<file path="src/rtl/pxl_mem_arbiter.sv">
// Three-requester frame RAM arbiter: burst-limited round-robin grant with registered RAM port.
// Define PXL_ARB_FIXED_PRIO_EN to replace round-robin with fixed priority (0 > 1 > 2).
module pxl_mem_arbiter #(
  parameter int unsigned ADDR_W    = 17,
  parameter int unsigned DATA_W    = 8,
  parameter int unsigned MAX_BURST = 16
) (
  input  logic              clk,
  input  logic              reset,
  input  logic [2:0]        req,
  input  logic [2:0]        we,
  input  logic [ADDR_W-1:0] addr0,
  input  logic [ADDR_W-1:0] addr1,
  input  logic [ADDR_W-1:0] addr2,
  input  logic [DATA_W-1:0] wdata0,
  input  logic [DATA_W-1:0] wdata1,
  input  logic [DATA_W-1:0] wdata2,
  output logic [2:0]        gnt,
  output logic [2:0]        rvalid,
  output logic [DATA_W-1:0] rdata,
  output logic              mem_en,
  output logic              mem_we,
  output logic [ADDR_W-1:0] mem_addr,
  output logic [DATA_W-1:0] mem_wdata,
  input  logic [DATA_W-1:0] mem_rdata,
  output logic              busy
);

  typedef enum logic [1:0] {IDLE = 2'd0, OWN = 2'd1, RELEASE = 2'd2} state_t;

  localparam int unsigned   BW        = $clog2(MAX_BURST) + 1;
  localparam logic [BW-1:0] BURST_MAX = BW'(MAX_BURST);

  state_t            state_q, state_d;
  logic [2:0]        gnt_q, gnt_d;
  logic [1:0]        last_owner_q, last_owner_d;
  logic [BW-1:0]     burst_q, burst_d, burst_inc;
  logic              mem_en_q, mem_en_d, mem_we_q, mem_we_d;
  logic [ADDR_W-1:0] mem_addr_q, mem_addr_d, own_addr;
  logic [DATA_W-1:0] mem_wdata_q, mem_wdata_d, own_wdata;
  logic [2:0]        rd_pend_q, rd_pend_d, rvalid_q;
  logic [1:0]        win_idx;
  logic              access, own_we, others;

  always_comb begin
    access    = |(gnt_q & req);
    own_we    = |(gnt_q & we);
    others    = |(req & ~gnt_q);
    burst_inc = burst_q + BW'(1);
    own_addr  = gnt_q[0] ? addr0  : (gnt_q[1] ? addr1  : addr2);
    own_wdata = gnt_q[0] ? wdata0 : (gnt_q[1] ? wdata1 : wdata2);
  end

  always_comb begin
    win_idx = 2'd0;
`ifdef PXL_ARB_FIXED_PRIO_EN
    if (req[0])      win_idx = 2'd0;
    else if (req[1]) win_idx = 2'd1;
    else             win_idx = 2'd2;
`else
    // Search begins one past the last owner and wraps.
    case (last_owner_q)
      2'd0:    win_idx = req[1] ? 2'd1 : (req[2] ? 2'd2 : 2'd0);
      2'd1:    win_idx = req[2] ? 2'd2 : (req[0] ? 2'd0 : 2'd1);
      default: win_idx = req[0] ? 2'd0 : (req[1] ? 2'd1 : 2'd2);
    endcase
`endif
  end

  always_comb begin
    state_d      = state_q;
    gnt_d        = gnt_q;
    last_owner_d = last_owner_q;
    burst_d      = burst_q;
    case (state_q)
      IDLE: begin
        gnt_d   = '0;
        burst_d = '0;
        if (|req) begin
          state_d      = OWN;
          gnt_d        = 3'b001 << win_idx;
          last_owner_d = win_idx;
        end
      end
      OWN: begin
        if (!access) begin
          state_d = RELEASE;
          gnt_d   = '0;
        end else if (burst_inc == BURST_MAX) begin
          // Burst limit only forces a hand-off when someone else is waiting.
          burst_d = '0;
          if (others) begin
            state_d = RELEASE;
            gnt_d   = '0;
          end
        end else begin
          burst_d = burst_inc;
        end
      end
      default: begin
        state_d = IDLE;
        gnt_d   = '0;
        burst_d = '0;
      end
    endcase
  end

  always_comb begin
    mem_en_d    = access;
    mem_we_d    = access & own_we;
    mem_addr_d  = access ? own_addr  : mem_addr_q;
    mem_wdata_d = access ? own_wdata : mem_wdata_q;
    rd_pend_d   = (access && !own_we) ? gnt_q : '0;
  end

  always_ff @(posedge clk or negedge reset) begin
    if (!reset) begin
      state_q      <= IDLE;
      gnt_q        <= '0;
      last_owner_q <= 2'd2;
      burst_q      <= '0;
      mem_en_q     <= 1'b0;
      mem_we_q     <= 1'b0;
      mem_addr_q   <= '0;
      mem_wdata_q  <= '0;
      rd_pend_q    <= '0;
      rvalid_q     <= '0;
    end else begin
      state_q      <= state_d;
      gnt_q        <= gnt_d;
      last_owner_q <= last_owner_d;
      burst_q      <= burst_d;
      mem_en_q     <= mem_en_d;
      mem_we_q     <= mem_we_d;
      mem_addr_q   <= mem_addr_d;
      mem_wdata_q  <= mem_wdata_d;
      rd_pend_q    <= rd_pend_d;
      rvalid_q     <= rd_pend_q;
    end
  end

  assign gnt       = gnt_q;
  assign busy      = |gnt_q;
  assign rvalid    = rvalid_q;
  assign mem_en    = mem_en_q;
  assign mem_we    = mem_we_q;
  assign mem_addr  = mem_addr_q;
  assign mem_wdata = mem_wdata_q;
  // RAM output is already registered and lines up with rvalid; gate it so rdata reads zero otherwise.
  assign rdata     = (|rvalid_q) ? mem_rdata : '0;

endmodule

</file>
<file path="config.mk">
export PLATFORM = sky130hd
export DESIGN_NAME = pxl_mem_arbiter
export DESIGN_NICKNAME = d
export VERILOG_FILES = /design/src/rtl/pxl_mem_arbiter.sv
export SDC_FILE = /design/constraint.sdc
export NUM_CORES = 1
export LEC_CHECK = 0
export BUFFER_PORTS_ARGS = -buffer_cell sky130_fd_sc_hd__buf_4
export CORE_ASPECT_RATIO = 0.7
export CORE_MARGIN = 10
export CORE_UTILIZATION = 40
export DETAILED_ROUTE_END_ITERATION = 16
export MAX_ROUTING_LAYER = met4
export PLACE_DENSITY = 0.77
export SKIP_CTS_REPAIR_TIMING = 1
export SLEW_MARGIN = 0
export SYNTH_ARGS = -nofsm -noshare
export SYNTH_HDL_FRONTEND = slang
export SYNTH_SLANG_ARGS = --single-unit
</file>
<file path="constraint.sdc">
create_clock -name clk -period 1.9 [get_ports clk]
set_clock_uncertainty 0.15 [all_clocks]
set_input_delay 0.57 -clock clk [delete_from_list [all_inputs] [get_ports clk]]
set_output_delay 0.57 -clock clk [all_outputs]
set_load 0.1 [all_outputs]
</file>
==> results of run 1 <==
[cells in the mapped netlist, drive strengths merged]
library cell	count	area, µm²
dfrtp	44	1100
or3	1	6.26
inv	6	22.5
nand4	1	6.26
dfstp	1	26.3
and2	4	25.0
or3b	1	8.76
o21ai	28	140
nand2b	3	18.8
buf	9	65.1
xnor2	2	17.5
nor3b	1	7.51
ha	1	12.5
nor2	32	120
o22ai	2	12.5
a21oi	30	150
a31oi	1	6.26
o21bai	1	7.51
and3	1	6.26
a222oi	3	30.0
nand2	32	120
nor2b	11	68.8
o31ai	2	15.0
mux2i	27	270
and2b	2	15.0
nor4	1	6.26
a211oi	1	7.51
nor3	2	10.0
clkbuf	7	26.3
nand3	1	5.00
[worst max-delay path: cells and delay by family, from the launching register on]
family | cells | cell delay, ns
flip-flops | 1 | 0.49
buffers and inverters | 2 | 0.34
AND/OR/NAND/NOR | 2 | 0.20
[metal layers]
metal  GRT usage  up-vias  share of wire
met5           -        -              0
met4      0.0314        0         0.0085
met3      0.0395        9          0.056
met2       0.245       93           0.49
met1       0.186     1072           0.45
li1            -     1159              -
[where the power goes]
part | internal, mW | switching [mW]
Sequential | 1.33 | 0.243
Clock | 0.395 | 0.325
Combinational | 1.41 | 3.69
Total | 3.14 | 4.25
[worst paths after layout]
kind                                        start                endpoint  slack [ns]  cells past startpoint
min in group clk           rd_pend_q[2]$_DFF_PN0_     rvalid[2]$_DFF_PN0_        0.21                      0
setup / recovery              rvalid[2]$_DFF_PN0_                rdata[1]       -0.16                      4
hold reg to reg            rd_pend_q[2]$_DFF_PN0_     rvalid[2]$_DFF_PN0_        0.21                      0
max in group asynchronous                   reset     rvalid[2]$_DFF_PN0_        1.07                      1
hold / removal                              reset  state_q[0]$_DFFE_PN0P_        0.10                      1
setup reg to reg               gnt[0]$_DFFE_PN0P_      gnt[1]$_DFFE_PN0P_        0.09                      5
[through the flow]
stage          cells  hold slack (ns)
2_1_floorplan    258            0.124
6_report         472            0.103
5_1_grt          472            0.157
3_3_place_gp     460            0.183
3_5_place_dp     460            0.186
4_1_cts          468            0.133
[sequential cells by signal (all words and copies together), names as in the netlist]
name	cells
last_owner_q	2
mem_addr	17
state_q	2
mem_wdata	8
burst_q	5
rd_pend_q	3
rvalid	3
gnt	3
mem_we	1
mem_en	1
[area by class of cell]
type / instances / area share
clock inverters: 2 / 0.0102
inverters: 6 / 0.00722
flip-flops and latches: 45 / 0.300
multi-input cells: 191 / 0.313
repair buffers: 147 / 0.327
well taps: 75 / 0.0246
clock buffers: 6 / 0.0190
[cell families after synthesis]
group / synth area share
AO/OA/AOI/OAI: 0.158
buffers and inverters: 0.0488
XOR/XNOR: 0.00750
adder cells (fa/ha/maj): 0.00536
multiplexers: 0.116
AND/OR/NAND/NOR: 0.182
flip-flops: 0.483
==> metrics.cfg, run 1 <==
[placement]
place_congestion=0.835
portBuffers=132
place_hpwl_um=5940
dp_slack_ns=-0.0289
postPlaceCellArea_um2=3550

[detailed_routing]
drc=0
via_per_inst=4.94
drt_first_pass_iters=5
post_drt_wl_per_cell_um=15.7
drt-total-wl_um=7410
route.vias.total=2333
first_iter_violations=91
postRouteAntennaNets=0

[setup_path]
end_kind=output pin
startpoint_type=register
crit_chain=nor3_4 -> buf_12 -> nor2b_4 -> buf_12
cp_slowest_cell=dfrtp_4
worstSetupPathType=reg -> out
critPathMostFrequentCell=buf_12
cp.arrival_ns=1.34
timing.critical_path.required_ns=1.18
critPathMaxStageDelay_ns=0.49
path_max_fanout=8

[synth]
ys_seq_area_frac=0.483
yosys_warnings=0
ys_seq_elements=45
synth_area_um2=2330
synth_nets=350
syn_inst=258
syn_avg_cell_area_um2=9.05
ys_types=34

[run_status]
failed_checks=setup timing
status=finished, violations left

[cells_and_area]
antenna_cells=0
n_fill_cell=468
mostFrequentLayoutCell=buf_4
final-seq-area_um2=1140
nNetsFinal=488
fin_util=0.669
final_cell_area_um2=3810
multi_input_area_um2=1190
synthToLayoutAreaGrowth_pct=63.3
drive_gt1_frac=0.448
final_cell_mix=buf_4, dfrtp_1, nor2_1, nand2_1, a21oi_1

[pwr]
p_leak_nw=1.87
p_per_area_nw_per_um2=1940
finalPower_mw=7.40
peakVddDrop_uv=910

[clock_tree]
clk_pin_slew_ns=0.09
clock_sinks=45
insertion_delay_ns=0.29
cts_buffer_depth=2
cts_tree=yes
cts_max_level=2
cts_buffers=5
cts-root-buf=clkbuf_8

[sta]
drv_slew=0
period_share=1.08
hold_viol_final=0
max_freq_mhz=486
rsz0062_at_grt=yes
fin_ws_ns=-0.157
slew-limit-headroom=0.634
setup_violations=8
worstMarginPinSlew_ns=0.549
fin_setup_tns_ns=-1.25
min_period_ns=2.06

[global_routing]
antenna_found_initial=0
grt_max_degree=46
grt_pass1_wl_um=11700
overflow=0
grt_pass1_vias=2444
grt.total_usage=0.151

[flow_run]
max_cap_violations=0

[floorplanning]
design.die.area_um2=9340
core_area_um2=5700
rows=23
die_h_um=83.9
initial_core_util=0.410
die_w_um=111
io_pins=133

[worst_hold_path]
holdCritPathClass=in -> async

No activity file was read; power rests on OpenSTA's default activity.
==> inputs of run 2 (changes only) <==
CORE_MARGIN = 2   (was 10)
PLACE_DENSITY = 0.76   (was 0.77)
==> run 2 against run 1 <==
Effect of this change:
- the run still ends with setup timing left
- critical path type unchanged
- sequential power about the same
- combinational power about the same
- utilization increased by 0.27 points
- non-clock buffer count unchanged
- routed wire length decreased by 11%
- setup slack got worse by 0.013 ns
- die area decreased by 31%
- critical path depth unchanged
- largest power group unchanged
- first-iteration DRC count decreased by 7.7%
==> metrics.cfg, run 2 (synthesis gave the netlist of run 1 again) <==
[global_routing]
overflow=0
met1_usage=0.237
grt_pass1_vias=2084
met3_usage=0.0419
use_met2=0.322
grt.total_usage=0.192
antenna_found_initial=0
grt_max_degree=46
grt_pass1_wl_um=9340
busiest_layer=met2

[pwr]
p_leak_nw=1.88
p_int_mw=3.13
p_per_area_nw_per_um2=1930
p_clk_frac=0.095
combPwrFrac=0.692
switching_share=0.575
p_sw_mw=4.24
peakVddDrop_uv=914
finalPower_mw=7.37
p_seq_frac=0.213

[floorplanning]
rows=23
die_w_um=95.3
die_h_um=67.9
io_pins=133
design.die.area_um2=6470
initial_core_util=0.412
core_area_um2=5670

[sta]
slew-limit-headroom=0.624
setup_violations=8
fin_ws_ns=-0.170
min_period_ns=2.07
hold_viol_final=0
max_freq_mhz=483
period_share=1.09
rsz0062_at_grt=yes
hold_ws_ns=0.104
drv_slew=0
worstMarginPinSlew_ns=0.564

[detailed_routing]
post_drt_wl_per_cell_um=13.9
drt-total-wl_um=6570
drc=0
drt_first_pass_iters=6
postRouteAntennaNets=0
first_iter_violations=84
route.vias.total=2324
via_per_inst=4.93

[run_status]
failed_checks=setup timing
status=finished, violations left

[setup_path]
cp.arrival_ns=1.35
worstSetupPathType=reg -> out
r2r-start=gnt[1]$_DFFE_PN0P_
path_max_fanout=8
rrSetupSlack_ns=0.14
reg2reg_depth=6
r2r-end=mem_addr[5]$_DFFE_PN0N_
timing.critical_path.required_ns=1.18
end_kind=output pin
startpoint_type=register

[clock_tree]
cts_max_level=2
cts_tree=yes
cts_buffers=5
clock_sinks=45
insertion_delay_ns=0.30
cts_buffer_depth=2
cts-root-buf=clkbuf_8
clk_pin_slew_ns=0.09

[cells_and_area]
synthToLayoutAreaGrowth_pct=63.1
antenna_cells=0
largest_reg_flops=17
mostFrequentLayoutCell=buf_4
drive_gt1_frac=0.452
nNetsFinal=488
final_cell_area_um2=3810
final_cell_mix=buf_4, dfrtp_1, nor2_1, nand2_1, a21oi_1

[placement]
place_congestion=0.880
place_hpwl_um=5010
postPlaceCellArea_um2=3570
portBuffers=132

[flow_run]
max_cap_violations=0

[worst_hold_path]
holdCritPathClass=in -> async

[run 2: changes by cell type in the layout (fill, tap and decap cells not counted), sizes merged]
cell | before | now
clkbuf | 6 | 5
[run 2: metal layers]
| layer | share of wire | vias up |
|---|---|---|
| met4 | 0.0058 | 0 |
| met3 | 0.073 | 5 |
| met5 | 0 | - |
| li1 | - | 1159 |
| met1 | 0.40 | 1072 |
| met2 | 0.52 | 88 |
[run 2: power groups by stage]
stage          clock network (mW)  registers, mW  logic [mW]
2_1_floorplan                   0           3.65        1.75
3_3_place_gp                    0           1.59        4.86
3_5_place_dp                    0           1.60        4.95
4_1_cts                     0.721           1.58        4.95
5_1_grt                     0.756           1.62        5.37
6_report                    0.698           1.57        5.10
[run 2: how the worst max path moves through the flow]
stage,from,to,slack (ns),cells after the start
2_1_floorplan,rvalid[2]$_DFF_PN0_,rdata[0],-0.39,2
3_3_place_gp,req[0],burst_q[2]$_DFFE_PN0P_,-0.03,6
3_5_place_dp,req[0],burst_q[2]$_DFFE_PN0P_,-0.02,6
4_1_cts,rvalid[2]$_DFF_PN0_,rdata[3],-0.32,4
5_1_grt,rvalid[1]$_DFF_PN0_,rdata[0],-0.21,4
6_report,rvalid[2]$_DFF_PN0_,rdata[1],-0.17,4
[run 2: critical path: stages (launching register included)]
cell and delay [ns]:
dfrtp_4 0.50, nor3_4 0.16, buf_12 0.18, nor2b_4 0.05, buf_12 0.16
[run 2: final cells by class]
class                      count  area (µm²)
fill                         459        1860
timing repair buffer         147        1250
multi-input combinational    191        1190
sequential                    45        1140
tap                           75        93.8
clock buffer                   5        68.8
clock inverter                 2        35.0
inverter                       6        27.5
[run 2: stage by stage]
step / setup WS (ns) / utilization / std cells / setup TNS (ns)
2_1_floorplan: -0.392 / - / 258 / -8.88
3_3_place_gp: -0.0278 / 0.630 / 461 / -0.0278
3_5_place_dp: -0.0197 / 0.630 / 461 / -0.0302
4_1_cts: -0.316 / 0.648 / 468 / -2.59
5_1_grt: -0.213 / 0.672 / 471 / -1.69
6_report: -0.170 / 0.672 / 471 / -1.34
==> inputs of run 3 (changes only) <==
==> constraint.sdc (replaced) <==
create_clock -name clk -period 1.9 [get_ports clk]
set_clock_uncertainty 0.15 [all_clocks]
set_input_delay 0.095 -clock clk [delete_from_list [all_inputs] [get_ports clk]]
set_output_delay 0.095 -clock clk [all_outputs]
set_load 0.1 [all_outputs]
==> run 3 against run 2 <==
Effect of this change:
- maximum frequency rose by 15%
- critical path depth stayed put
- setup slack better by 0.26 ns
- largest power group unchanged
- cell count is 4.5% higher
- the flow finishes with violations (hold timing)
- sequential share of layout area down 0.69 points
- routed wire length is 2.1% lower
- non-clock buffer count rose by 20
- die area did not move
- flip-flop and latch count unchanged
- via count rose by 1.4%
==> metrics.cfg, run 3 (synthesis gave the netlist of run 1 again) <==
[flow_run]
max_cap_violations=0

[setup_path]
timing.critical_path.required_ns=1.93
endpoint=rd_pend_q[1]$_DFF_PN0_
end_kind=register
startpoint_type=register
cp.arrival_ns=1.84
path_max_fanout=10
reg2reg_depth=4
worstSetupPathType=reg -> reg
rrSetupSlack_ns=0.09
startpoint=gnt[0]$_DFFE_PN0P_
r2r-end=rd_pend_q[1]$_DFF_PN0_
r2r-start=gnt[0]$_DFFE_PN0P_

[cells_and_area]
n_fill_cell=464
final-seq-area_um2=1140
nNetsFinal=508
drive_gt1_frac=0.400
antenna_cells=0
synthToLayoutAreaGrowth_pct=66.6
fin_util=0.686
final_cell_mix=buf_4, dfrtp_1, nor2_1, nand2_1, a21oi_1
multi_input_area_um2=1180
largest_reg_flops=17
mostFrequentLayoutCell=buf_4

[pwr]
p_leak_nw=1.92
p_per_area_nw_per_um2=1840
peakVddDrop_uv=1100

[clock_tree]
cts_buffers=5
cts-root-buf=clkbuf_8
clk_pin_slew_ns=0.07
clock_sinks=45
cts_buffer_depth=2
cts_tree=yes
cts_max_level=2
insertion_delay_ns=0.29

[run_status]
failed_checks=hold timing
status=finished, violations left

[detailed_routing]
first_iter_violations=73
drc=0
via_per_inst=4.79
route.vias.total=2356
post_drt_wl_per_cell_um=13.1
drt_first_pass_iters=4
postRouteAntennaNets=0
drt-total-wl_um=6430

[sta]
min_period_ns=1.81
worstMarginPinSlew_ns=0.548
max_freq_mhz=554
drv_slew=0
period_share=0.950
hold_ws_ns=-0.0254
setup_violations=0
slew-limit-headroom=0.634
hold_viol_final=1

[floorplanning]
die_w_um=95.3
initial_core_util=0.412
design.die.area_um2=6470
rows=23
die_h_um=67.9
io_pins=133
core_area_um2=5670

[global_routing]
overflow=0
grt_pass1_vias=1958
grt_pass1_wl_um=8600
grt.total_usage=0.176
antenna_found_initial=0
grt_max_degree=52

[placement]
portBuffers=132
place_hpwl_um=4530
place_congestion=0.749

[worst_hold_path]
hold_start=we[1]
holdCritPathClass=in -> reg

## run 3: cell types whose count changed in the layout (fill, tap and decap cells not counted), sizes merged
cell           change
dlygate4sd3       +27
buf                -8
clkbuf             +2
clkdlybuf4s15      +1
clkinv             -1
## run 3: worst min path at each step
stage	end	slack [ns]	cells after the start
floorplan	burst_q[0]$_DFFE_PN0P_	-0.35	0
global placement	mem_addr[4]$_DFFE_PN0N_	-0.03	1
detailed placement	mem_addr[4]$_DFFE_PN0N_	-0.03	1
CTS	mem_addr[4]$_DFFE_PN0N_	-0.35	1
global route	mem_we$_DFF_PN0_	0.002	3
finish	mem_we$_DFF_PN0_	-0.03	3
## run 3: layer usage
metal / wire (µm) / track usage
met5: 0 / -
met4: 33 / 0.0380
met3: 495 / 0.0452
met2: 3210 / 0.285
met1: 2690 / 0.224
## run 3: report_power, final
part | switching, mW | internal (mW) | leakage [nW]
registers | 0.208 | 1.33 | 0.571
clock network | 0.301 | 0.429 | 0.0585
logic | 3.64 | 1.23 | 1.29
## run 3: cell type report
cell class,count,area share
Timing Repair Buffer,167,0.344
Multi-Input combinational cell,191,0.303
Sequential cell,45,0.293
Tap cell,75,0.0241
Clock buffer,7,0.0222
Clock inverter,1,0.00772
Inverter,6,0.00579
## run 3: critical path: stages, from the launching register on
cell	delay, ns
dfrtp_4	0.50
a222oi_1	0.42
buf_4	0.26
and2b_1	0.21
and2_1	0.15
## run 3: metrics by stage
stage                     power, mW  cell area, µm²  setup slack [ns]  std cells  setup TNS, ns
after floorplan                5.36            2440            -0.175        258          -5.45
after global placement         6.30            3480             0.133        455              0
after detailed placement       6.38            3480            0.0520        455              0
after CTS                      7.10            3600            0.0431        463              0
after global routing           7.51            3890         -0.000340        492      -0.000340
final                          7.14            3890            0.0942        492              0
